$ cat src/rtl/multi_mode_controller_if.sv
// rtl/multi_mode_controller_if.sv - key/command/transceiver bundle for multi_mode_controller
//
// Purpose: groups every non-clock, non-reset signal of multi_mode_controller.
// The master modport drives the command side; the slave modport is the controller.
//
// Ports (direction seen from the slave):
//   KeyLoad      in   qualifies InputKey as a key bit
//   InputKey     in   serial key bit, MSB first
//   ValidCmd     in   command strobe
//   RW           in   command type: 1 = read, 0 = write
//   TransferDone in   transceiver completion
//   Busy         out  a command is in progress
//   Active       out  a valid key is loaded
//   Mode         out  mode field of the last valid key
//   AccessMem    out  memory access strobe
//   RWMem        out  memory direction: 1 = read, 0 = write
//   SampleData   out  transceiver sample enable
//   TransferData out  transceiver send enable
//   Timeout      out  one-cycle pulse on transfer timeout
//   KeyError     out  one-cycle pulse on key mismatch
interface multi_mode_controller_if #(
  parameter int MODE_WIDTH = 2
);
  logic                  KeyLoad;
  logic                  InputKey;
  logic                  ValidCmd;
  logic                  RW;
  logic                  TransferDone;
  logic                  Busy;
  logic                  Active;
  logic [MODE_WIDTH-1:0] Mode;
  logic                  AccessMem;
  logic                  RWMem;
  logic                  SampleData;
  logic                  TransferData;
  logic                  Timeout;
  logic                  KeyError;

  modport master (
    output KeyLoad, InputKey, ValidCmd, RW, TransferDone,
    input  Busy, Active, Mode, AccessMem, RWMem, SampleData, TransferData, Timeout, KeyError
  );

  modport slave (
    input  KeyLoad, InputKey, ValidCmd, RW, TransferDone,
    output Busy, Active, Mode, AccessMem, RWMem, SampleData, TransferData, Timeout, KeyError
  );
endinterface

$ cat src/rtl/multi_mode_controller.sv
// rtl/multi_mode_controller.sv - serial-key gated read/write command controller
//
// Purpose: a serial key (MSB first) unlocks the controller and selects a mode.
// While unlocked, read commands do a one-cycle memory read followed by a
// transceiver send; write commands sample from the transceiver followed by a
// one-cycle memory write. Transceiver waits are bounded by TIMEOUT_CYCLES.
//
// Ports:
//   Clk    in  single clock, rising edge
//   Reset  in  asynchronous active-low reset
//   bus    slave modport of multi_mode_controller_if (key, command,
//          transceiver inputs; all outputs registered)
module multi_mode_controller #(
  parameter int KEY_WIDTH      = 8,
  parameter int MODE_WIDTH     = 2,
  parameter logic [KEY_WIDTH-MODE_WIDTH-1:0] KEY_ID = 6'h2B,
  parameter int TIMEOUT_CYCLES = 255
) (
  input logic                    Clk,
  input logic                    Reset,
  multi_mode_controller_if.slave bus
);

  localparam int BW = $clog2(KEY_WIDTH + 1);
  localparam int WW = $clog2(TIMEOUT_CYCLES + 1);
  localparam logic [BW-1:0] BIT_LAST  = BW'(KEY_WIDTH - 1);
  localparam logic [BW-1:0] BIT_ONE   = BW'(1);
  localparam logic [WW-1:0] WAIT_LAST = WW'(TIMEOUT_CYCLES - 1);
  localparam logic [WW-1:0] WAIT_ONE  = WW'(1);

  typedef enum logic [2:0] {
    IDLE, READY, RD_MEM, RD_XFER, WR_SAMPLE, WR_MEM
  } state_t;

  state_t                state;
  // Only KEY_WIDTH-1 bits need storing: the last bit is taken live from InputKey.
  logic [KEY_WIDTH-2:0]  shreg;
  logic [BW-1:0]         bcnt;
  logic [WW-1:0]         wcnt;

  logic                  busy;
  logic                  active;
  logic [MODE_WIDTH-1:0] mode;
  logic                  access_mem;
  logic                  rw_mem;
  logic                  sample_data;
  logic                  transfer_data;
  logic                  timeout;
  logic                  key_error;

  logic [KEY_WIDTH-1:0]  key_next;
  logic                  key_last;
  logic                  key_match;
  logic                  wait_expired;

  assign key_next     = {shreg, bus.InputKey};
  assign key_last     = bus.KeyLoad && !busy && (bcnt == BIT_LAST);
  assign key_match    = (key_next[KEY_WIDTH-1:MODE_WIDTH] == KEY_ID);
  // The edge where the count would reach TIMEOUT_CYCLES; TransferDone is tested first.
  assign wait_expired = (wcnt == WAIT_LAST);

  always_ff @(posedge Clk or negedge Reset) begin
    if (!Reset) begin
      state         <= IDLE;
      shreg         <= '0;
      bcnt          <= '0;
      wcnt          <= '0;
      busy          <= 1'b0;
      active        <= 1'b0;
      mode          <= '0;
      access_mem    <= 1'b0;
      rw_mem        <= 1'b0;
      sample_data   <= 1'b0;
      transfer_data <= 1'b0;
      timeout       <= 1'b0;
      key_error     <= 1'b0;
    end else begin
      key_error <= 1'b0;
      timeout   <= 1'b0;

      // Key shifter. Busy or a KeyLoad gap discards any partial key.
      if (busy || !bus.KeyLoad) begin
        bcnt <= '0;
      end else begin
        shreg <= key_next[KEY_WIDTH-2:0];
        if (bcnt == BIT_LAST) begin
          bcnt <= '0;
          if (key_match) begin
            active <= 1'b1;
            mode   <= key_next[MODE_WIDTH-1:0];
          end else begin
            active    <= 1'b0;
            key_error <= 1'b1;
          end
        end else begin
          bcnt <= bcnt + BIT_ONE;
        end
      end

      case (state)
        IDLE, READY: begin
          // A completing key takes priority over a command in the same cycle,
          // so the state always tracks the new Active value.
          if (key_last) begin
            state <= key_match ? READY : IDLE;
          end else if (state == READY && bus.ValidCmd) begin
            busy <= 1'b1;
            bcnt <= '0;
            if (bus.RW) begin
              state      <= RD_MEM;
              access_mem <= 1'b1;
              rw_mem     <= 1'b1;
            end else begin
              state       <= WR_SAMPLE;
              sample_data <= 1'b1;
              wcnt        <= '0;
            end
          end
        end

        RD_MEM: begin
          state         <= RD_XFER;
          access_mem    <= 1'b0;
          rw_mem        <= 1'b0;
          transfer_data <= 1'b1;
          wcnt          <= '0;
        end

        RD_XFER: begin
          wcnt <= wcnt + WAIT_ONE;
          if (bus.TransferDone || wait_expired) begin
            state         <= READY;
            transfer_data <= 1'b0;
            busy          <= 1'b0;
            timeout       <= !bus.TransferDone;
          end
        end

        WR_SAMPLE: begin
          wcnt <= wcnt + WAIT_ONE;
          if (bus.TransferDone) begin
            state       <= WR_MEM;
            sample_data <= 1'b0;
            access_mem  <= 1'b1;
            rw_mem      <= 1'b0;
          end else if (wait_expired) begin
            // Timed-out write never reaches memory.
            state       <= READY;
            sample_data <= 1'b0;
            busy        <= 1'b0;
            timeout     <= 1'b1;
          end
        end

        WR_MEM: begin
          state      <= READY;
          access_mem <= 1'b0;
          busy       <= 1'b0;
        end

        default: begin
          state         <= IDLE;
          busy          <= 1'b0;
          active        <= 1'b0;
          access_mem    <= 1'b0;
          rw_mem        <= 1'b0;
          sample_data   <= 1'b0;
          transfer_data <= 1'b0;
        end
      endcase
    end
  end

  assign bus.Busy         = busy;
  assign bus.Active       = active;
  assign bus.Mode         = mode;
  assign bus.AccessMem    = access_mem;
  assign bus.RWMem        = rw_mem;
  assign bus.SampleData   = sample_data;
  assign bus.TransferData = transfer_data;
  assign bus.Timeout      = timeout;
  assign bus.KeyError     = key_error;

endmodule

$ cat src/flat_wrapper.sv
// flat-port wrapper written by rule: the top's interface ports become plain ports
module multi_mode_controller_flat 
#(
  parameter int KEY_WIDTH      = 8,
  parameter int MODE_WIDTH     = 2,
  parameter logic [KEY_WIDTH-MODE_WIDTH-1:0] KEY_ID = 6'h2B,
  parameter int TIMEOUT_CYCLES = 255
)
  (Clk, Reset, bus_KeyLoad, bus_InputKey, bus_ValidCmd, bus_RW, bus_TransferDone, bus_Busy, bus_Active, bus_Mode, bus_AccessMem, bus_RWMem, bus_SampleData, bus_TransferData, bus_Timeout, bus_KeyError);
  multi_mode_controller_if #(.MODE_WIDTH(MODE_WIDTH)) bus_i ();
  input logic Clk;
  input logic Reset;
  input wire logic [$bits(bus_i.KeyLoad)-1:0] bus_KeyLoad;
  input wire logic [$bits(bus_i.InputKey)-1:0] bus_InputKey;
  input wire logic [$bits(bus_i.ValidCmd)-1:0] bus_ValidCmd;
  input wire logic [$bits(bus_i.RW)-1:0] bus_RW;
  input wire logic [$bits(bus_i.TransferDone)-1:0] bus_TransferDone;
  output wire logic [$bits(bus_i.Busy)-1:0] bus_Busy;
  output wire logic [$bits(bus_i.Active)-1:0] bus_Active;
  output wire logic [$bits(bus_i.Mode)-1:0] bus_Mode;
  output wire logic [$bits(bus_i.AccessMem)-1:0] bus_AccessMem;
  output wire logic [$bits(bus_i.RWMem)-1:0] bus_RWMem;
  output wire logic [$bits(bus_i.SampleData)-1:0] bus_SampleData;
  output wire logic [$bits(bus_i.TransferData)-1:0] bus_TransferData;
  output wire logic [$bits(bus_i.Timeout)-1:0] bus_Timeout;
  output wire logic [$bits(bus_i.KeyError)-1:0] bus_KeyError;
  assign bus_i.KeyLoad = bus_KeyLoad;
  assign bus_i.InputKey = bus_InputKey;
  assign bus_i.ValidCmd = bus_ValidCmd;
  assign bus_i.RW = bus_RW;
  assign bus_i.TransferDone = bus_TransferDone;
  assign bus_Busy = bus_i.Busy;
  assign bus_Active = bus_i.Active;
  assign bus_Mode = bus_i.Mode;
  assign bus_AccessMem = bus_i.AccessMem;
  assign bus_RWMem = bus_i.RWMem;
  assign bus_SampleData = bus_i.SampleData;
  assign bus_TransferData = bus_i.TransferData;
  assign bus_Timeout = bus_i.Timeout;
  assign bus_KeyError = bus_i.KeyError;
  multi_mode_controller #(.KEY_WIDTH(KEY_WIDTH), .MODE_WIDTH(MODE_WIDTH), .KEY_ID(KEY_ID), .TIMEOUT_CYCLES(TIMEOUT_CYCLES)) u_core (.Clk(Clk), .Reset(Reset), .bus(bus_i));
endmodule
$ cat config.mk
export PLATFORM = sky130hd
export DESIGN_NAME = multi_mode_controller_flat
export DESIGN_NICKNAME = d
export VERILOG_FILES = /design/src/rtl/multi_mode_controller_if.sv /design/src/rtl/multi_mode_controller.sv /design/src/flat_wrapper.sv
export SDC_FILE = /design/constraint.sdc
export NUM_CORES = 1
export LEC_CHECK = 0
export BUFFER_PORTS_ARGS = -buffer_cell sky130_fd_sc_hd__buf_2
export CAP_MARGIN = 15
export CORE_MARGIN = 10
export CORE_UTILIZATION = 40
export DETAILED_ROUTE_END_ITERATION = 8
export SYNTH_ARGS = -nofsm -noshare
export SYNTH_HDL_FRONTEND = slang
export SYNTH_SLANG_ARGS = --single-unit
$ cat constraint.sdc
create_clock -name Clk -period 1.5 [get_ports Clk]
set_input_delay 0.3 -clock Clk [delete_from_list [all_inputs] [get_ports Clk]]
set_output_delay 0.3 -clock Clk [all_outputs]
set_load 0.005 [all_outputs]
# --- Word-level counts from Yosys, hierarchy flattened ---
# Index checks and enable logic that the tools add are counted.
totals:
  latchBits: 0
  word_cells: 113
  out_inout_bits: 10
  n_memories: 0
  mem_bits_ro: 0
  reg_bits: 32
  mem_bits_rw: 0
  inputBits: 7
classes:
  magnitude_cmp: 0
  n_shift: 0
  n_bitwise: 6
  n_mul: 0
  add_sub_neg: 2
  mux: 47
  n_eq_ne: 20
  div_mod_pow: 0
  n_reduce_logical: 25
ops:
  columns: ["cell", "n"]
  rows:
  - ["2-to-1 mux 1 bit", 25]
  - ["2-to-1 mux 8 bit", 3]
  - ["case mux 8 bit (3 select lines)", 1]
  - ["2-to-1 mux 4 bit", 5]
  - ["2-to-1 mux 3 bit", 6]
  - ["case mux 3 bit (5 select lines)", 1]
  - ["AND reduction 5 bit", 3]
  - ["inequality test 2 bit, second input constant", 6]
  - ["case mux 1 bit (3 select lines)", 4]
  - ["adder 8 x 1 -> 8 bit, second input constant", 1]
  - ["== test 8 bit, second input constant", 1]
  - ["inequality test 2 x 1 -> 1 bit, second input constant", 4]
  - ["== test 3 x 2 -> 1 bit, second input constant", 2]
  - ["== test 3 bit, second input constant", 2]
  - ["== test 6 bit, second input constant", 1]
  - ["NOT 1 bit", 6]
  - ["AND reduction 3 bit", 2]
  - ["AND reduction 6 bit", 1]
  - ["OR reduction 2 bit", 3]
  - ["OR reduction 6 bit", 1]
  - ["adder 4 x 1 -> 4 bit, second input constant", 1]
  - ["== test 4 x 3 -> 1 bit, second input constant", 1]
  - ["case mux 1 bit (4 select lines)", 1]
  - ["AND reduction 2 bit", 2]
  - ["other kinds (12)", 17]

# --- Depth between registers and ports, before layout ---
# Gate-level depths: netlist of run 1.
logic_depth:
  ltp_word: 6
  mapped_depth: 6
  ltp_nobuf: 6

# --- Worst setup path before layout of run 1 ---
# Ideal clock, no wire load.
synth_path:
  path_type: "flip-flop to flip-flop"
  from: "register u_core.bcnt[0]"
  to: "register u_core.wcnt[5]"
  t_required_ns: 1.376
  arrival_time_ns: 1.462
  period_less_slack_ns: 1.586
  setup_ns: 0.124
  path_stages_with_launch: 6
  setup_slack_ns: -0.086
  n_path_buf: 0
  cell_sequence: "dfrtp_1 ha_1 and3b_1 a21oi_2 a22oi_1 a211o_1"
synth_between:
  elab_chain_len: 4
synth_lines:
  columns: ["item", "line", "text"]
  rows:
  - ["start: declaration", "multi_mode_controller.sv:38", "logic [BW-1:0] bcnt;"]
  - ["start signal: assignment", "multi_mode_controller.sv:96", "bcnt <= bcnt + BIT_ONE;"]
  - ["== test 4 x 3 -> 1 bit", "multi_mode_controller.sv:57", "assign key_last = bus.KeyLoad && !busy && (bcnt == BIT_LAST);"]
  - ["logical AND 1 bit", "multi_mode_controller.sv:57", null]
  - ["inequality test 2 bit (no line)", null, null]
  - ["AND reduction 4 bit (no line)", null, null]
  - ["end signal: assignment", "multi_mode_controller.sv:130", "wcnt <= wcnt + WAIT_ONE;"]
  - ["end signal: assignment", "multi_mode_controller.sv:140", "wcnt <= wcnt + WAIT_ONE;"]
  - ["end: declaration", "multi_mode_controller.sv:39", "logic [WW-1:0] wcnt;"]
# Every way passes these cells.
# A chain may end at the register's enable or synchronous reset.

# --- Worst setup path after layout of run 1 ---
layout_path:
  from: "register u_core.bcnt[1]"
  to: "register u_core.wcnt[5]"
# Same word-level chain as after synthesis.

==> metrics.md, run 1 <==
| Metric | Value |
|---|---|
| Max-slew violations | `0` |
| Slew @ Worst Pin | `0.409 ns` |
| Vias per inst | `about 5.4` |
| Core box area | `3720 um^2` |
| Simple-gate share of the synthesized area | `19.4%` |
| WP data arrival | `1.68 ns` |
| Sequential Area | `801 um^2` |
| Post-synthesis instance total | `164` |
| Die H | `82.4 um` |
| IO Pins | `17` |
| Total CTS buffers | `5` |
| Element type at the critical path end | `register` |
| Clock tree sinks | `32` |
| Die area | `between 6000 and 7000 um^2` |
| Synthesized area | `approximately 1600 um^2` |
| Max VDD drop | `0.838 mV` |
| Area fraction in compound gates after synthesis | `about a fifth` |
| Min Tclk post-route | `1.52 ns` |
| Gpl congestion | `0.757` |
| Violations in the final reports | `negative setup slack` |
| Psw | `1130 uW` |
| Final Hold Fails | `0` |
| Port Buffers | `16` |
| Slew HR | `72.8%` |
| Required time worst endpoint | `1.66 ns` |
| FMAX | `0.657 GHz` |
| First-pass GRT wire length | `5.51 mm` |
| Total GRT Usage | `a little over a tenth` |
| Antenna-violating nets left | `0` |
| Clock tree buffer depth | `2` |
| Crit Path Category | `register to register` |
| Fill cell count | `353` |
| Initial core utilization | `41.9%` |
| Power Density | `1610 nW/um^2` |
| Detailed Routing Iterations Pass 1 | `4` |
| Adder-cell area share of the yosys netlist | `around 2.4%` |
| Setup TNS | `-0.0450 ns` |
| Setup Viol. Count Final | `3` |
| Layout net count | `211` |
| Std cell rows | `22` |
| Crit path from | `u_core.bcnt[1]` |
| WL/cell | `13.9 um` |
| Largest net degree at the start of global routing | `33` |
| DIE WIDTH | `roughly 80 um` |
| Number of synthesized flops with an enable pin | `0` |
| CTS tree | `built` |
| Multi-input gate area | `728 um^2` |
| Clk_lat worst skew | `0.28 ns` |
| Synth unique cells | `43` |
| CP Max Fanout | `5` |
| Period utilization | `102%` |
| Sequential share of the synthesized area | `51.5%` |
| Syn Area/Cell | `~9.5 um^2` |
| Post-synthesis register bit count | `32` |
| RSZ-0062 raised after global routing | `yes` |
| Crit-path cells | `ha_2, and3b_2, a21oi_4, a22oi_2, a211o_1` |
| Max stage delay on crit path | `0.38 ns` |
| DRT iter0 DRCs | `155` |
| Ant diodes | `0` |
| Via count | `about 1.3k` |
| Pleak | `0.000951 uW` |
| R2r startpoint | `u_core.bcnt[1]` |
| CTS root buffer | `clkbuf_8` |
| Post-synthesis net count | `174` |
| H-tree levels | `2` |
| Main combinational cell family by area after synthesis | `compound AO/OA/AOI/OAI gates` |
| Post-Route WL | `around 3.5 mm` |
| Hold/Removal Path Class | `input pin to async pin` |
| Reg power frac | `between 40% and 50%` |
| Share of cells above drive strength 1 | `29.2%` |
| Clock share of power | `between 20% and 30%` |
| Post-layout worst setup margin | `-0.0230 ns` |
| Post-synth ARST share | `100%` |
| Total gr overflow | `0` |
| Status | `finished, violations left` |
| Clock skew | `roughly 0.0047 ns` |
| Layout Utilization | `52.4%` |
| Vias in the first global route | `between 1k and 1.5k` |
| Primary FF master, synth | `dfrtp_1` |
| Initial antenna violation count | `0` |
| Comb power frac | `between 30% and 40%` |
| Detailed Place HPWL | `2.57 mm` |
| Synth Area in XOR/XNOR | `0.563%` |
| Reg clk slew, reported paths | `0.06 ns` |
| Internal power | `about 2000 uW` |
| Max Cap Viol | `0` |
| Multiplexer area fraction after synthesis | `under 10%` |
| Post-route DRC violation count | `0` |
| Hold_ws | `0.0386 ns` |
| Sw Share | `between 30% and 40%` |
| R2R setup slack | `-0.02 ns` |
| Max stage delay cell, worst path | `dfrtp_1` |
| Area Overhead vs Synth | `25.2%` |
| Yosys warnings | `0` |
| CP Launch Type | `register` |
## layout by cell type, fill, tap and decap left out, drive strengths merged, types with 4 or more instances in the layout
cell,instances
a21oi,9
a22oi,4
buf,36
clkbuf,8
dfrtp,32
inv,10
nand2,24
nand3,6
nor2,14
nor3,6
o21ai,9
## final timing paths
check / to / cells past startpoint
min reg2reg: u_core.wcnt[7] / 1
max: u_core.wcnt[5] / 5
min: u_core.shreg[6] / 2
min in group Clk: u_core.shreg[0] / 3
max reg2reg: u_core.wcnt[5] / 5
max in group asynchronous: u_core.wcnt[6] / 2
## critical path: cells and delay by family, from the launching register on
kind / cells / cell delay, ns
AOI/OAI and AO/OA: 3 / 0.61
adders and majority gates: 1 / 0.19
DFF: 1 / 0.38
and+or+nand+nor: 1 / 0.23
## logic make-up after synthesis
| family | after synthesis |
|---|---|
| compound gates | 45 |
| mux | 2 |
| fa+ha+maj | 3 |
| simple gates | 65 |
| xor+xnor | 1 |
| flops | 32 |
| buf+inv | 16 |
## layout make-up
| class | count | area share, % |
|---|---|---|
| Clock buffer | 8 | 4.63 |
| Inverter | 10 | 1.93 |
| Multi-Input combinational cell | 116 | 37.4 |
| Sequential cell | 32 | 41.1 |
| Tap cell | 48 | 3.08 |
| Timing Repair Buffer | 36 | 11.8 |
## synthesized netlist by cell type, types with 3 or more instances
cell type  count  area share, %
a21oi_1        8            2.6
a22oi_1        4            1.9
a31oi_1        3            1.2
buf_2          3           0.97
dfrtp_1       32             51
ha_1           3            2.4
inv_1         10            2.4
nand2_1       24            5.8
nand2b_1       3            1.2
nand3_1        6            1.9
nor2_1        14            3.4
nor2b_1        3            1.2
nor3_1         6            1.9
o21ai_0        7            2.3
## per-stage QoR
step | cell area [um^2] | instances | setup slack (ns) | total power, uW
after floorplan | 1570 | 164 | 0.0266 | 2020
after detailed placement | 1810 | 240 | -0.0813 | 2460
after global routing | 1950 | 250 | -0.106 | 3370
final | 1950 | 250 | -0.0230 | 3140
after global placement | 1810 | 240 | 0.00284 | 2400
after CTS | 1910 | 248 | -0.0604 | 3150
## state kept, by name (all words and copies together) (netlist names), 2 cells and up
signal,flops
u_core.bcnt,4
u_core.wcnt,8
u_core.bus.Mode,2
u_core.shreg,7
u_core.state,3
## power groups by stage
stage / logic [uW] / registers, uW / clock network (uW)
detailed placement: 1180 / 1280 / 0
global placement: 1120 / 1270 / 0
CTS: 1200 / 1270 / 679
finish: 1210 / 1270 / 659
global route: 1330 / 1300 / 727
floorplan: 759 / 1260 / 0
## metal layers
layer,global-route usage (%),up-vias,routed length [um]
li1,-,656,-
met1,13.7,637,1540
met2,16.0,43,1660
met3,3.67,8,212
met4,4.76,0,54
met5,0,-,0
## what timing repair did
| item | CTS | global route |
|---|---|---|
| buffers inserted | 0 | 2 |
| endpoints found under the setup margin | 6 | 19 |
| resized for setup | 2 | 6 |
| pin swaps | 5 | 4 |
| endpoints found under the hold margin | 0 | 0 |
| hold buffers | 0 | 0 |
Note: power is estimated with default switching activity, not from simulation.
==> inputs of run 2 (changes only) <==
- ABC_AREA: not set -> 1
- TNS_END_PERCENT: not set -> 5
==> run 2 against run 1 <==
Against the previous run: the flow now finishes without violations; global-route usage grew 0.16 points; clock skew shrank 0.0014 ns; via count grew 1.8%; first-iteration DRC count shrank 54%; count of clock-buffer cells in the layout is the same; cell count grew 16%; register-to-register slack gained 0.15 ns; sequential power grew 8%; worst hold slack lost 0.0077 ns; core utilization shrank 4.4 points; largest cell class unchanged.
==> metrics.md, run 2 <==
| Metric | Value |
|---|---|
| Status | `complete, no violations` |
| Post-synthesis instance total | `~210` |
| Vias in the first global route | `1402` |
| Post-Place Cells | `281` |
| Port Buffers | `16` |
| Slew @ Worst Pin | `about 0.40 ns` |
| Top Registers | `u_core.wcnt: 8 flops, u_core.shreg: 7 flops, u_core.bcnt: 4 flops` |
| Period utilization | `between 90% and 100%` |
| Post-synthesis net count | `223` |
| IO Pins | `17` |
| R2R setup slack | `0.13 ns` |
| Post-synth ARST share | `100%` |
| Post-synthesis register bit count | `32` |
| Reg with most FFs | `u_core.wcnt` |
| CP Launch Type | `register` |
| Share of cells above drive strength 1 | `20.9%` |
| Max Cap Viol | `0` |
| Clock tree sinks | `32` |
| Total CTS buffers | `5` |
| Area Overhead vs Synth | `16.0%` |
| Min Tclk post-route | `1.37 ns` |
| Total gr overflow | `0` |
| Number of synthesized flops with an enable pin | `0` |
| RR Endpoint | `u_core.bus.RWMem` |
| Detailed Routing Iterations Pass 1 | `4` |
| Setup Viol. Count Final | `0` |
| Crit-path cells | `ha_1, nand2_1, nor2_4, nand3_2, nand2_1, nor2_4, nand2_1, nand2_1, nand2_1` |
| Primary FF master, synth | `dfrtp_1` |
| Pleak | `0.00106 uW` |
| Most used cell, CP | `nand2_1` |
| Synth top area cells | `dfrtp_1 48%, nand2_1 17%, inv_1 4.7%` |
| Initial antenna violation count | `0` |
| Crit Path Category | `register to register` |
| Via count | `1368` |
| Fill cell count | `405` |
| Initial core utilization | `41.4%` |
| Sequential Area | `802 um^2` |
| Gpl congestion | `0.841` |
| CTS tree | `built` |
| Layout net count | `248` |
| Top-area cell type share of the netlist area | `48.0%` |
| Synthesized area | `1670 um^2` |
| Synth cell count leaders | `74 x nand2_1, 32 x dfrtp_1, 21 x inv_1` |
| Top-count cell post-synth | `nand2_1` |
| WL/cell | `approximately 12 um` |
| Post-Route WL | `3.43 mm` |
| Hold/Removal Path Class | `input pin to async pin` |
| Max VDD drop | `0.634 mV` |
| CTS root buffer | `clkbuf_8` |
| Placed cell area | `1830 um^2` |
| Element type at the critical path end | `register` |
| Yosys warnings | `0` |
| Max stage delay on crit path | `just under 0.4 ns` |
| Hold buffers post-CTS | `0` |
| Final Hold Fails | `0` |
| Layout Cells excl Fill | `289` |
| Power Density | `1790 nW/um^2` |
| Antenna-violating nets left | `0` |
| Hold_ws | `0.0309 ns` |
| Commonest non-fill, non-tap cell in the layout | `nand2_1` |
| Reg clk slew, reported paths | `0.06 ns` |
| Syn Area/Cell | `7.83 um^2` |
| H-tree levels | `2` |
| Yosys top cell by area | `dfrtp_1` |
| DRT iter0 DRCs | `around 70` |
| Max-slew violations | `0` |
| Commonest non-fill, non-tap cells in the layout | `74 x nand2_1, 31 x dfrtp_1, 20 x inv_1` |
| CP Max Fanout | `4` |
| First-pass GRT wire length | `roughly 6.5 mm` |
| Sequential share of the synthesized area | `between 40 and 50%` |
| Largest net degree at the start of global routing | `33` |
| Delay-heaviest family, CP | `simple AND/OR/NAND/NOR gates` |
| Clk_lat worst skew | `0.28 ns` |
| Core box area | `4030 um^2` |
| Synth unique cells | `24` |
| Die area | `7150 um^2` |
| Ant diodes | `0` |
| Final Cell Area | `1930 um^2` |
| Slew HR | `73.1%` |
| Std cell rows | `23` |
| Detailed Place HPWL | `2.57 mm` |
| Crit path buf inv count | `0` |
| Die H | `84.6 um` |
| Max stage delay cell, worst path | `dfrtp_1` |
| R2R depth | `9` |
| Clock skew | `0.00329 ns` |
| Vias per inst | `4.73` |
| Clock tree buffer depth | `2` |
| DIE WIDTH | `84.6 um` |
| Post-route DRC violation count | `0` |
| WP data arrival | `between 1.5 and 2 ns` |
| Total GRT Usage | `a little over a tenth` |
| FMAX | `between 0.7 and 0.8 GHz` |
| Multi-input gate area | `between 700 and 800 um^2` |
| RSZ-0062 raised after global routing | `yes` |
| Max reg flops | `8` |
| R2r startpoint | `u_core.bcnt[0]` |
| Required time worst endpoint | `1.68 ns` |
## run 2: cell types whose count changed after synthesis, moves of 4 or more
cell / before / now
inv_1: 10 / 21
a22oi_1: 4 / 0
nor2_2: 0 / 6
a21oi_1: 8 / 0
nand3_2: 0 / 4
nand2_2: 0 / 6
nand3_1: 6 / 14
o21ai_1: 2 / 8
inv_2: 0 / 4
nand2_1: 24 / 74
## run 2: worst max-delay path by stage
stage	startpoint	to	cells past startpoint
floorplan	u_core.wcnt[0]	u_core.state[0]	9
global placement	u_core.bcnt[0]	u_core.bus.Mode[0]	8
detailed placement	u_core.bcnt[0]	u_core.bus.Mode[1]	9
CTS	u_core.bcnt[0]	u_core.bus.Mode[1]	9
global route	u_core.state[1]	u_core.wcnt[6]	6
finish	u_core.bcnt[0]	u_core.bus.RWMem	9
## run 2: cell families after synthesis
group,count (synthesis),share of synthesized area [%]
buffers and inverters,26,5.93
adder cells (fa/ha/maj),3,2.25
AND/OR/NAND/NOR,133,36.8
XOR/XNOR,2,1.05
AO/OA/AOI/OAI,17,5.93
flip-flops,32,48.0
## run 2: final cells by class
cell class,count,share of cell area (%)
multi-input combinational,155,40.5
inverter,25,4.85
timing repair buffer,19,5.30
sequential,32,41.5
tap,50,3.23
clock buffer,8,4.66
## run 2: power breakdown
part,switching (uW),internal (uW)
registers,243,1130
logic,894,520
clock network,312,374
total,1450,2020
## run 2: repair_timing
item,in CTS,in global routing
gates resized for setup,0,5
setup endpoints to repair,0,13
buffers inserted,0,0
## run 2: per-layer routing
metal | vias to the layer above | global-route usage (%) | routed length (um)
met2 | 26 | 16.3 | 1470
met5 | - | 0 | 0
met4 | 0 | 4.94 | 68
li1 | 721 | - | -
met3 | 7 | 4.15 | 219
met1 | 614 | 13.4 | 1670
## run 2: per-stage QoR
step	util (%)	setup slack [ns]	power [uW]	TNS [ns]
6_report	48.0	0.131	3470	0
5_1_grt	48.0	-0.00825	3860	-0.0201
4_1_cts	47.6	0.0919	3490	0
3_5_place_dp	45.4	0.100	2780	0
3_3_place_gp	45.4	0.147	2780	0
2_1_floorplan	-	0.247	2390	0
